<file path="src/rtl/rc_pkg.sv">
// Shared state encoding and error codes for the reconfiguration initiator.
package rc_pkg;

    typedef enum logic [2:0] {
        ST_IDLE = 3'd0,
        ST_REQ  = 3'd1,
        ST_DL   = 3'd2,
        ST_HOLD = 3'd3,
        ST_REL  = 3'd4,
        ST_ERR  = 3'd5
    } rc_state_t;

    localparam logic [1:0] ERR_NONE   = 2'b00;
    localparam logic [1:0] ERR_ACK_TO = 2'b01;
    localparam logic [1:0] ERR_DL     = 2'b10;

endpackage

</file>
<file path="src/rtl/rc_initiator_if.sv">
// Bundles the controller, PRM sync-block and bitstream-loader signals of one region.
// master = the initiator's view, slave = the environment driving it.
interface rc_initiator_if #(
    parameter int RM_ID_W = 4
) ();

    logic               rc_start;
    logic [RM_ID_W-1:0] rc_rm_id;
    logic               rc_busy;
    logic               rc_done;
    logic               rc_error;
    logic [1:0]         rc_err_code;
    logic               rc_reqn;
    logic               rc_ackn;
    logic               prm_rstn;
    logic               prm_isolate;
    logic               dl_start;
    logic [RM_ID_W-1:0] dl_rm_id;
    logic               dl_done;
    logic               dl_err;

    modport master (
        input  rc_start, rc_rm_id, rc_ackn, dl_done, dl_err,
        output rc_busy, rc_done, rc_error, rc_err_code, rc_reqn,
               prm_rstn, prm_isolate, dl_start, dl_rm_id
    );

    modport slave (
        output rc_start, rc_rm_id, rc_ackn, dl_done, dl_err,
        input  rc_busy, rc_done, rc_error, rc_err_code, rc_reqn,
               prm_rstn, prm_isolate, dl_start, dl_rm_id
    );

endinterface

</file>
<file path="src/rtl/rc_cnt.sv">
// Saturating clear/enable up-counter; tc is a combinational compare of the current count
// against TERM. No backpressure: clr has priority over en, count holds at all-ones.
module rc_cnt #(
    parameter int W    = 8,
    parameter int TERM = 0
) (
    input  logic clk,
    input  logic rst,
    input  logic clr,
    input  logic en,
    output logic tc
);

    localparam logic [W-1:0] TERM_V = W'(TERM);

    logic [W-1:0] q;

    always_ff @(posedge clk) begin
        if (rst || clr) begin
            q <= '0;
        end else if (en && (q != '1)) begin
            q <= q + 1'b1;
        end
    end

    assign tc = (q == TERM_V);

endmodule

</file>
<file path="src/rtl/rc_initiator.sv">
// Static-side initiator of the PR request/ack swap; rc_done follows dl_done by RST_HOLD+1 cycles.
// No backpressure: commands are only accepted in IDLE/ERR, other inputs are ignored outside their state.
module rc_initiator
    import rc_pkg::*;
#(
    parameter int RM_ID_W     = 4,
    parameter int ACK_TIMEOUT = 1024,
    parameter int TO_W        = 16,
    parameter int RST_HOLD    = 4
) (
    input  logic           clk,
    input  logic           rst,
    rc_initiator_if.master bus
);

    localparam int HOLD_W  = $clog2(RST_HOLD + 1);
    localparam int TO_TERM = (ACK_TIMEOUT == 0) ? 0 : ACK_TIMEOUT - 1;

    if (ACK_TIMEOUT >= (1 << TO_W)) begin : g_bad_timeout
        $error("rc_initiator: ACK_TIMEOUT does not fit in TO_W bits");
    end
    if (RST_HOLD < 1) begin : g_bad_hold
        $error("rc_initiator: RST_HOLD must be at least 1");
    end

    rc_state_t          state;
    logic               busy_q;
    logic               done_q;
    logic               error_q;
    logic [1:0]         err_code_q;
    logic               reqn_q;
    logic               rstn_q;
    logic               iso_q;
    logic               dl_start_q;
    logic [RM_ID_W-1:0] rm_id_q;

    logic to_tc;
    logic hold_tc;
    logic ack_to;

    // Both counters restart from zero on every entry into their state.
    rc_cnt #(.W(TO_W), .TERM(TO_TERM)) u_ack_cnt (
        .clk (clk),
        .rst (rst),
        .clr (state != ST_REQ),
        .en  (state == ST_REQ),
        .tc  (to_tc)
    );

    rc_cnt #(.W(HOLD_W), .TERM(RST_HOLD - 1)) u_hold_cnt (
        .clk (clk),
        .rst (rst),
        .clr (state != ST_HOLD),
        .en  (state == ST_HOLD),
        .tc  (hold_tc)
    );

    assign ack_to = (ACK_TIMEOUT != 0) && to_tc;

    always_ff @(posedge clk) begin
        if (rst) begin
            state      <= ST_IDLE;
            busy_q     <= 1'b0;
            done_q     <= 1'b0;
            error_q    <= 1'b0;
            err_code_q <= ERR_NONE;
            reqn_q     <= 1'b1;
            rstn_q     <= 1'b1;
            iso_q      <= 1'b0;
            dl_start_q <= 1'b0;
            rm_id_q    <= '0;
        end else begin
            dl_start_q <= 1'b0;
            done_q     <= 1'b0;
            error_q    <= 1'b0;
            case (state)
                ST_IDLE: begin
                    if (bus.rc_start) begin
                        rm_id_q    <= bus.rc_rm_id;
                        err_code_q <= ERR_NONE;
                        reqn_q     <= 1'b0;
                        busy_q     <= 1'b1;
                        state      <= ST_REQ;
                    end
                end
                ST_REQ: begin
                    // Ack beats a coincident timeout; dropping reqn with the ack keeps
                    // the responder from re-entering its ack state.
                    if (!bus.rc_ackn) begin
                        reqn_q     <= 1'b1;
                        iso_q      <= 1'b1;
                        rstn_q     <= 1'b0;
                        dl_start_q <= 1'b1;
                        state      <= ST_DL;
                    end else if (ack_to) begin
                        reqn_q     <= 1'b1;
                        error_q    <= 1'b1;
                        err_code_q <= ERR_ACK_TO;
                        busy_q     <= 1'b0;
                        state      <= ST_IDLE;
                    end
                end
                ST_DL: begin
                    if (bus.dl_err) begin
                        error_q    <= 1'b1;
                        err_code_q <= ERR_DL;
                        state      <= ST_ERR;
                    end else if (bus.dl_done) begin
                        state <= ST_HOLD;
                    end
                end
                ST_HOLD: begin
                    if (hold_tc) begin
                        rstn_q <= 1'b1;
                        state  <= ST_REL;
                    end
                end
                ST_REL: begin
                    iso_q  <= 1'b0;
                    done_q <= 1'b1;
                    busy_q <= 1'b0;
                    state  <= ST_IDLE;
                end
                ST_ERR: begin
                    // Region is still quiesced and isolated, so retry goes straight to download.
                    if (bus.rc_start) begin
                        rm_id_q    <= bus.rc_rm_id;
                        err_code_q <= ERR_NONE;
                        dl_start_q <= 1'b1;
                        state      <= ST_DL;
                    end
                end
                default: begin
                    state <= ST_IDLE;
                end
            endcase
        end
    end

    assign bus.rc_busy     = busy_q;
    assign bus.rc_done     = done_q;
    assign bus.rc_error    = error_q;
    assign bus.rc_err_code = err_code_q;
    assign bus.rc_reqn     = reqn_q;
    assign bus.prm_rstn    = rstn_q;
    assign bus.prm_isolate = iso_q;
    assign bus.dl_start    = dl_start_q;
    assign bus.dl_rm_id    = rm_id_q;

endmodule

</file>
<file path="src/flat_wrapper.sv">
// flat-port wrapper written by rule: the top's interface ports become plain ports
module rc_initiator_flat import rc_pkg::*;
#(
    parameter int RM_ID_W     = 4,
    parameter int ACK_TIMEOUT = 1024,
    parameter int TO_W        = 16,
    parameter int RST_HOLD    = 4
)
  (clk, rst, bus_rc_start, bus_rc_rm_id, bus_rc_ackn, bus_dl_done, bus_dl_err, bus_rc_busy, bus_rc_done, bus_rc_error, bus_rc_err_code, bus_rc_reqn, bus_prm_rstn, bus_prm_isolate, bus_dl_start, bus_dl_rm_id);
  rc_initiator_if #(.RM_ID_W(RM_ID_W)) bus_i ();
  input  logic clk;
  input  logic rst;
  input wire logic [$bits(bus_i.rc_start)-1:0] bus_rc_start;
  input wire logic [$bits(bus_i.rc_rm_id)-1:0] bus_rc_rm_id;
  input wire logic [$bits(bus_i.rc_ackn)-1:0] bus_rc_ackn;
  input wire logic [$bits(bus_i.dl_done)-1:0] bus_dl_done;
  input wire logic [$bits(bus_i.dl_err)-1:0] bus_dl_err;
  output wire logic [$bits(bus_i.rc_busy)-1:0] bus_rc_busy;
  output wire logic [$bits(bus_i.rc_done)-1:0] bus_rc_done;
  output wire logic [$bits(bus_i.rc_error)-1:0] bus_rc_error;
  output wire logic [$bits(bus_i.rc_err_code)-1:0] bus_rc_err_code;
  output wire logic [$bits(bus_i.rc_reqn)-1:0] bus_rc_reqn;
  output wire logic [$bits(bus_i.prm_rstn)-1:0] bus_prm_rstn;
  output wire logic [$bits(bus_i.prm_isolate)-1:0] bus_prm_isolate;
  output wire logic [$bits(bus_i.dl_start)-1:0] bus_dl_start;
  output wire logic [$bits(bus_i.dl_rm_id)-1:0] bus_dl_rm_id;
  assign bus_i.rc_start = bus_rc_start;
  assign bus_i.rc_rm_id = bus_rc_rm_id;
  assign bus_i.rc_ackn = bus_rc_ackn;
  assign bus_i.dl_done = bus_dl_done;
  assign bus_i.dl_err = bus_dl_err;
  assign bus_rc_busy = bus_i.rc_busy;
  assign bus_rc_done = bus_i.rc_done;
  assign bus_rc_error = bus_i.rc_error;
  assign bus_rc_err_code = bus_i.rc_err_code;
  assign bus_rc_reqn = bus_i.rc_reqn;
  assign bus_prm_rstn = bus_i.prm_rstn;
  assign bus_prm_isolate = bus_i.prm_isolate;
  assign bus_dl_start = bus_i.dl_start;
  assign bus_dl_rm_id = bus_i.dl_rm_id;
  rc_initiator #(.RM_ID_W(RM_ID_W), .ACK_TIMEOUT(ACK_TIMEOUT), .TO_W(TO_W), .RST_HOLD(RST_HOLD)) u_core (.clk(clk), .rst(rst), .bus(bus_i));
endmodule
</file>
<file path="config.mk">
export PLATFORM = sky130hd
export DESIGN_NAME = rc_initiator_flat
export DESIGN_NICKNAME = d
export VERILOG_FILES = /design/src/rtl/rc_pkg.sv /design/src/rtl/rc_initiator_if.sv /design/src/rtl/rc_cnt.sv /design/src/rtl/rc_initiator.sv /design/src/flat_wrapper.sv
export SDC_FILE = /design/constraint.sdc
export NUM_CORES = 1
export LEC_CHECK = 0
export CAP_MARGIN = 20
export CORE_ASPECT_RATIO = 1.75
export CORE_MARGIN = 5
export CORE_UTILIZATION = 54
export DETAILED_ROUTE_END_ITERATION = 8
export PLACE_DENSITY = 0.78
export SETUP_SLACK_MARGIN = 0.3
export SYNTH_ARGS = -nofsm -noshare
export SYNTH_HDL_FRONTEND = slang
export SYNTH_SLANG_ARGS = --single-unit
</file>
<file path="constraint.sdc">
create_clock -name clk -period 2.4 [get_ports clk]
set_clock_uncertainty 0.15 [all_clocks]
set_input_delay 0.24 -clock clk [delete_from_list [all_inputs] [get_ports clk]]
set_output_delay 0.24 -clock clk [all_outputs]
set_load 0.02 [all_outputs]
</file>
---- Word-level counts from Yosys, hierarchy flattened ----
Cells that the tools add are included.
word-level totals
  bits of input ports ..................... 10
  logic and storage cells ................. 87
  bits in registers ....................... 35
  output and inout bits ................... 13
cells by class
  equal/unequal tests ..................... 21
  multiplexer cells ....................... 34
  reductions and logical operators ........ 18
  add/sub/neg operators ................... 2
operator list
  kind                                                                     count
  3-bit two-way mux                                                        7
  16-bit by 1-bit adder with 16-bit output, second input constant          1
  16-bit by 10-bit equality test with 1-bit output, second input constant  1
  16-bit != test, second input constant                                    1
  1-bit two-way mux                                                        15
  3-bit one-hot mux with 5 select lines                                    1
  2-bit != test, second input constant                                     5
  1-bit one-hot mux with 2 select lines                                    5
  5-bit AND reduction                                                      2
  3-bit by 2-bit equality test with 1-bit output, second input constant    3
  2-bit two-way mux                                                        4
  3-bit equality test, second input constant                               2
  2-bit by 1-bit != test with 1-bit output, second input constant          3
  3-bit by 2-bit != test with 1-bit output, second input constant          2
  3-bit != test, second input constant                                     2
  2-bit one-hot mux with 3 select lines                                    1
  3-bit AND reduction                                                      2
  2-bit nonzero test                                                       3
  3-bit nonzero test                                                       2
  2-bit AND reduction                                                      2
  4-bit AND reduction                                                      1
  3-bit by 1-bit adder with 3-bit output, second input constant            1
  3-bit by 1-bit equality test with 1-bit output, second input constant    1
  3-bit zero test                                                          1
  5 further kinds                                                          7

---- Longest topological paths before layout ----
Gate-level depths: netlist of the first run.
  depth after elaboration ................. 4
  mapped depth ............................ 6
  mapped depth without buffers ............ 6

---- Modules after synthesis ----
From an unflattened synthesis of the first run, not the netlist that was laid out.
unflattened totals
  cell total of the unflattened synthesis .. 203
  area, all modules ....................... 1853.0 µm²
by module, submodules not included
  module                      area an instance (µm²)  cells each  instances  sequential area each (µm²)
  rc_cnt (u_core.u_ack_cnt)   888.4                   103         1          320.3
  rc_initiator                799.5                   86          1          320.3
  rc_cnt (u_core.u_hold_cnt)  165.2                   14          1          60.1

---- Least setup slack after synthesis of the first run ----
Ideal clock, no wire load.
  path type ............................... register -> register
  start ................................... register u_core.u_ack_cnt.q[0]
  end ..................................... register u_core.u_ack_cnt.q[14]
  clock period less this slack ............ 1.971 ns
  data arrival time ....................... 1.750 ns
  buffers on the path ..................... 0
  setup time .............................. 0.071 ns
  required time ........................... 2.179 ns
  stages on the path, launching flop included .. 6
  path slack .............................. 0.429 ns
  cell sequence ........................... dfxtp_1 -> ha_1 -> nand3_1 -> or4_4 -> or4_1 -> a21oi_1
on the way
  word-level cells in the longest chain between the ends .. 2
  elaborated cells between the ends (all ways) .. 3
  classes of those cells .................. add/sub: 1; eq/ne: 1; reduce/logical: 1
RTL lines
  element                                                                           RTL line      RTL
  start, declared                                                                   rc_cnt.sv:16  logic [W-1:0] q;
  start signal, assigned                                                            rc_cnt.sv:22  q <= q + 1'b1;
  branches (longest 2 deep; another with 16-bit by 1-bit adder with 16-bit output)  n/a
Parallel ways; which one is timed is not known.
A chain may end at the register's enable or synchronous reset.

---- Final worst setup path of the first run ----
  start ................................... register u_core.u_ack_cnt.q[8]
  end ..................................... register u_core.state[0]
on the way
  word-level cells in the longest chain between the ends .. 3
RTL lines
  element                                             RTL line            RTL
  16-bit by 10-bit equality test with 1-bit output    rc_cnt.sv:26        assign tc = (q == TERM_V);
  3-bit by 2-bit != test with 1-bit output (no line)  n/a
  5-bit AND reduction (no line)                       n/a
  end signal, assigned                                rc_initiator.sv:62  state <= ST_IDLE;
  end signal, assigned                                rc_initiator.sv:83  state <= ST_REQ;
  end signal, assigned                                rc_initiator.sv:94  state <= ST_DL;
  end, declared                                       rc_initiator.sv:26  rc_state_t state;
Every way passes these cells.

==> qor.csv, run 1 <==
stage;metric;value;unit
outcome;status;complete, no violations;
synthesis;average size of a mapped cell;8.57;µm²
worst_setup_path;data required time of the worst path;2.43;ns
sta;RSZ-0062 raised after global routing;yes;
sta;pin slew with the least headroom to its limit;0.515;ns
synthesis;Post-synth EDFFs;0;
min_path;min-delay worst type;reg -> reg;
placed_design;dpl cells;267;
clocking;Worst-path clk slew;0.07;ns
final_layout;Finished Layout Cells;278;
final_layout;Layout Nets;248;
placed_design;placed cell area;2030;µm²
routing;Remaining DRCs;0;
synthesis;Post-Synthesis Net Count;217;
routing;final WL;4330;µm
min_path;hold path endpoint;u_core.bus.prm_isolate;
clocking;H-tree levels;2;
min_path;worst hold start;u_core.bus.prm_isolate;
synthesis;most common cell in the netlist;dfxtp_1;
routing;Vias;1689;
floorplan;DIE AREA;4500;µm²
worst_setup_path;Setup CP Type;reg -> reg;
synthesis;Synth area leader;dfxtp_1;
floorplan;die width;52.9;µm
floorplan;height of the die;85.1;µm
global_routing;Tot GR Track Use;20.9;%
worst_setup_path;Reg2Reg Depth;4;
sta;post-layout minimum cycle time;2.01;ns
floorplan;io pins;23;
sta;count of pins over their slew limit;0;
routing;DR WL/cell;15.6;µm
worst_setup_path;crit start category;flop;
sta;Fin. Hold Viols;0;
placed_design;IO buf count;22;
synthesis;Synthesis Warnings;0;
routing;post-detailed-route via-to-cell ratio;6.08;
clocking;total CTS buffers;5;
final_layout;final instance area;2190;µm²
routing;DRT Pass-1 Iters;4;
sta;Slew headroom;65.4;%
sta;Fin Hold WS;0.346;ns
synthesis;top post-synthesis cells by area;dfxtp_1, nor2_1, a21oi_1, mux2i_1, o21ai_0;
clocking;later-pin clock latency in the skew report;0.29;ns
synthesis;register area share after synthesis;40.3;%
routing;DRT iter0 DRCs;70;
sta;Max Fclk;498;MHz
worst_setup_path;largest fanout on the critical path;6;
final_layout;layout cell share with drive strength beyond 1;13.2;%
final_layout;Layout area overhead;25.8;%
worst_setup_path;crit end category;flop;
final_layout;fin util;69.7;%
sta;Tcrit/Tclk final;83.6;%
clocking;CTS tree;done;
clocking;Root Buffer;clkbuf_8;
final_layout;Filler cells;252;
global_routing;grt ovf;0;
synthesis;predominant post-synthesis flop cell;dfxtp_1;
final_layout;Antenna Cells;0;
power_and_ir_drop;Max VDD drop;581;µV
min_path;hold depth;2;
power_and_ir_drop;PD cells;798;nW/µm²
global_routing;first-pass GRT wire length;7140;µm
power_and_ir_drop;Tot Pwr;1.75;mW
power_and_ir_drop;Leak;0.780;nW
job;Max-Cap Viols;0;
global_routing;largest net degree at the start of global routing;18;
sta;Final WS setup;0.393;ns
routing;Antenna Nets Post-Route;0;
synthesis;share of the synthesized area in the top cell type;40.3;%
worst_setup_path;reg-to-reg endpoint;u_core.state[0];
synthesis;mapped cell area;1740;µm²
sta;final count of negative-setup-slack endpoints;0;
clocking;worst-case clock buffer depth;2;
worst_setup_path;RR Startpoint;u_core.u_ack_cnt.q[8];
synthesis;Synth Register Bits;35;
worst_setup_path;reg-to-reg slack, setup;0.39;ns
global_routing;vias in the first global route;1706;
synthesis;post-synth cell types;41;
synthesis;fraction of registers with async set/reset;0;%
placed_design;Final HPWL DP;3280;µm
sta;Setup TNS;0;ns
floorplan;Starting Density;55.4;%
placed_design;pre-CTS WS;0.308;ns
synthesis;top cells by count, synth;dfxtp_1, nor2_1, a21oi_1;
worst_setup_path;Crit path arrival time;2.04;ns
clocking;TritonCTS Sinks;35;
placed_design;GPL Wtd Cong;0.871;
floorplan;number of core rows;27;
floorplan;core area;3140;µm²
global_routing;initial antenna violation count;0;
synthesis;Synth Instances;203;
==> cells in the final DEF (no fill, tap or decap), types with 6 or more instances in the layout <==
master / synthesis / layout
nor2_1: 20 / 20
or4_1: 6 / 6
inv_1: 7 / 7
o31ai_1: 7 / 7
or3_1: 6 / 6
clkbuf_8: 0 / 6
clkdlybuf4s50_1: 0 / 22
mux2i_1: 7 / 7
o21ai_0: 13 / 13
a21oi_1: 14 / 14
nand4_1: 7 / 7
buf_4: 2 / 12
nand2_1: 10 / 10
dfxtp_1: 35 / 33
nand3_1: 9 / 7
==> registers in the layout, summed over array words and instances (netlist names) <==
| signal | flops |
|---|---|
| u_core.u_ack_cnt.q | 16 |
| u_core.bus.dl_rm_id | 4 |
| u_core.state | 3 |
| u_core.u_hold_cnt.q | 3 |
| u_core.bus.rc_err_code | 2 |
| u_core.bus.dl_start | 1 |
| u_core.bus.prm_isolate | 1 |
| u_core.bus.prm_rstn | 1 |
| u_core.bus.rc_busy | 1 |
| u_core.bus.rc_done | 1 |
| u_core.bus.rc_error | 1 |
| u_core.bus.rc_reqn | 1 |
==> routing by layer <==
layer	part of all wire, %	track usage (%)	vias up
li1	-	-	821
met5	0	0	-
met3	4.7	4.22	13
met1	36	19.5	794
met2	56	39.0	61
met4	3.2	12.3	0
==> kinds of logic after synthesis <==
group / Yosys count / synth area share, %
simple gates: 85 / 27.6
compound gates: 49 / 17.5
mux: 8 / 4.68
xor+xnor: 5 / 2.52
fa+ha+maj: 4 / 2.88
flops: 35 / 40.3
buf+inv: 17 / 4.53
==> where the power goes <==
group	leakage [nW]	switching (mW)	internal, mW
clock network	0.0612	0.209	0.336
registers	0.285	0.0382	0.640
logic	0.433	0.293	0.231
total	0.780	0.540	1.21
==> worst max-delay path, stage by stage, from the launching register on <==
cell	delay [ns]
dfxtp_1	0.40
nor4bb_1	0.35
nand4_1	0.27
a311oi_1	0.37
mux2_2	0.37
==> repair_timing <==
| item | 4_1_cts | 5_1_grt |
|---|---|---|
| resized for setup | 1 | 5 |
| setup endpoints to repair | 1 | 5 |
| hold buffers | 0 | 0 |
| buffers inserted | 0 | 3 |
| pin swaps | 0 | 2 |
| cloned | 0 | 0 |
==> cell type report <==
cell class / count / area [µm²] / share of cell area (%)
multi-input cells: 151 / 977 / 44.7
flip-flops and latches: 35 / 703 / 32.1
repair buffers: 34 / 310 / 14.2
clock buffers: 6 / 82.6 / 3.77
well taps: 43 / 53.8 / 2.46
clock inverters: 2 / 35.0 / 1.60
inverters: 7 / 26.3 / 1.20
==> worst max path at each step <==
stage	end	slack, ns	startpoint	cells past startpoint
floorplan	u_core.u_ack_cnt.q[14]	0.43	u_core.u_ack_cnt.q[0]	5
global placement	u_core.u_ack_cnt.q[14]	0.38	u_core.u_ack_cnt.q[0]	5
detailed placement	u_core.u_ack_cnt.q[14]	0.31	u_core.u_ack_cnt.q[0]	5
CTS	u_core.u_ack_cnt.q[14]	0.32	u_core.u_ack_cnt.q[0]	5
global route	u_core.u_ack_cnt.q[14]	0.26	u_core.u_ack_cnt.q[1]	5
finish	u_core.state[0]	0.39	u_core.u_ack_cnt.q[8]	4
No activity file was read; power rests on OpenSTA's default activity.
==> run 2, diff against run 1 <==
- clock period: 2.4 -> 1.99 ns (I/O delays scaled with it)
==> run 2 against run 1 <==
Combinational power up 45%. Largest cell class unchanged. Largest power group unchanged. Maximum frequency up 3.4%. Wire length up 26%. Non-clock buffer count increased by 20.
==> qor.csv, run 2 (synthesis results as in run 1) <==
stage;metric;value;unit;change
sta;post-layout minimum cycle time;1.94;ns;-0.0654 ns
sta;final count of negative-setup-slack endpoints;0;;unchanged
power_and_ir_drop;Max VDD drop;781;µV;+35%
floorplan;die width;52.9;µm;unchanged
routing;DRT iter0 DRCs;68;;-2.9%
clocking;hold buffers post-CTS;0;;unchanged
global_routing;largest net degree at the start of global routing;18;;unchanged
final_layout;register cell area after layout;732;µm²;+4.1%
worst_setup_path;Crit path arrival time;2.01;ns;-0.03 ns
worst_setup_path;crit end category;flop;;
clocking;later-pin clock latency in the skew report;0.29;ns;about the same
routing;final WL;5450;µm;+26%
final_layout;Filler cells;210;;-17%
final_layout;most frequent cells in the layout;buf_4, clkdlybuf4s50_1, dfxtp_1;;
clocking;CTS tree;done;;
global_routing;initial antenna violation count;0;;unchanged
placed_design;IO buf count;22;;unchanged
final_layout;Antenna Cells;0;;unchanged
clocking;H-tree levels;2;;unchanged
sta;Max Fclk;515;MHz;+3.4%
routing;Antenna Nets Post-Route;0;;unchanged
floorplan;io pins;23;;unchanged
sta;Tcrit/Tclk final;97.6;%;+14 points
floorplan;number of core rows;27;;unchanged
global_routing;met2 Usage GRT;42.9;%;+3.8 points
final_layout;Layout Nets;268;;+8.1%
worst_setup_path;crit start category;flop;;
floorplan;Starting Density;55.4;%;unchanged
final_layout;layout cell share with drive strength beyond 1;30.2;%;+17 points
power_and_ir_drop;Leak;0.913;nW;+17%
final_layout;final instance area;2520;µm²;+15%
routing;Vias;1895;;+12%
routing;post-detailed-route via-to-cell ratio;6.36;;+4.7%
worst_setup_path;data required time of the worst path;2.06;ns;-0.37 ns
final_layout;fin util;80.2;%;+11 points
final_layout;Largest Register;u_core.u_ack_cnt.q;;
sta;Setup TNS;0;ns;unchanged
worst_setup_path;Reg2Reg Depth;4;;unchanged
routing;DRT Pass-1 Iters;4;;unchanged
sta;RSZ-0062 raised after global routing;yes;;
global_routing;grt ovf;0;;unchanged
sta;pin slew with the least headroom to its limit;0.507;ns;-0.00778 ns
final_layout;Finished Layout Cells;298;;+7.2%
placed_design;GPL Wtd Cong;0.868;;-0.34%
floorplan;height of the die;85.1;µm;unchanged
power_and_ir_drop;PD cells;823;nW/µm²;+3.1%
global_routing;first-pass GRT wire length;7950;µm;+11%
sta;count of pins over their slew limit;0;;unchanged
clocking;total CTS buffers;5;;unchanged
worst_setup_path;Setup CP Type;reg -> reg;;
final_layout;Largest register FFs;16;;unchanged
worst_setup_path;Slowest cell on crit path;or4_4;;
power_and_ir_drop;Tot Pwr;2.07;mW;+19%
job;Max-Cap Viols;0;;unchanged
global_routing;routing usage on met3;5.45;%;+1.2 points
final_layout;area occupied by multi-input gates;1150;µm²;+17%
placed_design;dpl cells;271;;+1.5%
clocking;worst-case clock buffer depth;2;;unchanged
clocking;Root Buffer;clkbuf_8;;
global_routing;vias in the first global route;1788;;+4.8%
final_layout;commonest non-fill, non-tap cell in the layout;buf_4;;
floorplan;core area;3140;µm²;unchanged
routing;DR WL/cell;18.3;µm;+18%
worst_setup_path;largest fanout on the critical path;3;;-3
placed_design;Final HPWL DP;3200;µm;-2.6%
sta;Slew headroom;65.8;%;+0.45 points
clocking;TritonCTS Sinks;35;;unchanged
outcome;status;complete, no violations;;
global_routing;GR peak layer;met2;;
floorplan;DIE AREA;4500;µm²;unchanged
routing;Remaining DRCs;0;;unchanged
min_path;hold depth;1;;-1
clocking;Worst-path clk slew;0.07;ns;about the same
worst_setup_path;CP Cell Sequence;or3b_4 -> or4_4 -> or4_1 -> a21oi_1;;
global_routing;met1 Use GR;22.2;%;+2.7 points
global_routing;Tot GR Track Use;23.6;%;+2.7 points
worst_setup_path;delay of the slowest critical-path stage;0.43;ns;+0.03 ns
sta;Fin. Hold Viols;0;;unchanged
final_layout;Layout area overhead;44.8;%;
min_path;min-delay worst type;reg -> reg;;
placed_design;placed cell area;2090;µm²;+3.1%
[run 2: cell types whose count changed in the layout (fill, tap and decap cells not counted), sizes merged]
| cell | previous run | this run |
|---|---|---|
| clkbuf | 6 | 7 |
| bufinv | 1 | 0 |
| buf | 12 | 32 |
[run 2: path summary, 6_finish.rpt]
check	startpoint	endpoint	slack (ns)
max reg2reg	u_core.state[1]	u_core.u_ack_cnt.q[14]	0.05
max	u_core.state[1]	u_core.u_ack_cnt.q[14]	0.05
min	u_core.bus.rc_reqn	u_core.bus.rc_reqn	0.34
min reg2reg	u_core.bus.rc_reqn	u_core.bus.rc_reqn	0.34
[run 2: power breakdown]
group,switching (mW),internal [mW],leakage (nW)
registers,0.0443,0.770,0.292
logic,0.410,0.348,0.579
clock network,0.255,0.245,0.0422
total,0.709,1.36,0.913
[run 2: critical path, delay by kind of cell (launching register included)]
family	cells	cell delay [ns]
and+or+nand+nor	3	1.25
AOI/OAI and AO/OA	1	0.15
DFF	1	0.33
[run 2: metrics by stage]
| step | worst slack (ns) | hold WS, ns |
|---|---|---|
| final | 0.0480 | 0.337 |
| after global routing | 0.0315 | 0.374 |
| after CTS | 0.0837 | 0.343 |
| after detailed placement | 0.0264 | 0.327 |
| after global placement | 0.0972 | 0.314 |
| after floorplan | 0.0377 | 0.192 |
[run 2: repair_timing]
item / in CTS / in global routing
gates resized for setup: 31 / 21
pin swaps: 14 / 9
endpoints found under the setup margin: 16 / 24
setup buffers: 13 / 6
[run 2: area by class of cell]
type                    count  area share [%]
clock buffers               7            3.03
clock inverters             1           0.199
inverters                   7            1.04
multi-input cells         151            45.5
flip-flops and latches     35            29.1
well taps                  43            2.14
repair buffers             54            19.0
[run 2: layer usage]
metal / wire (µm) / up-vias
met2: 3010 / 93
met5: 0 / -
met1: 1910 / 903
met3: 264 / 39
li1: - / 860
met4: 270 / 0
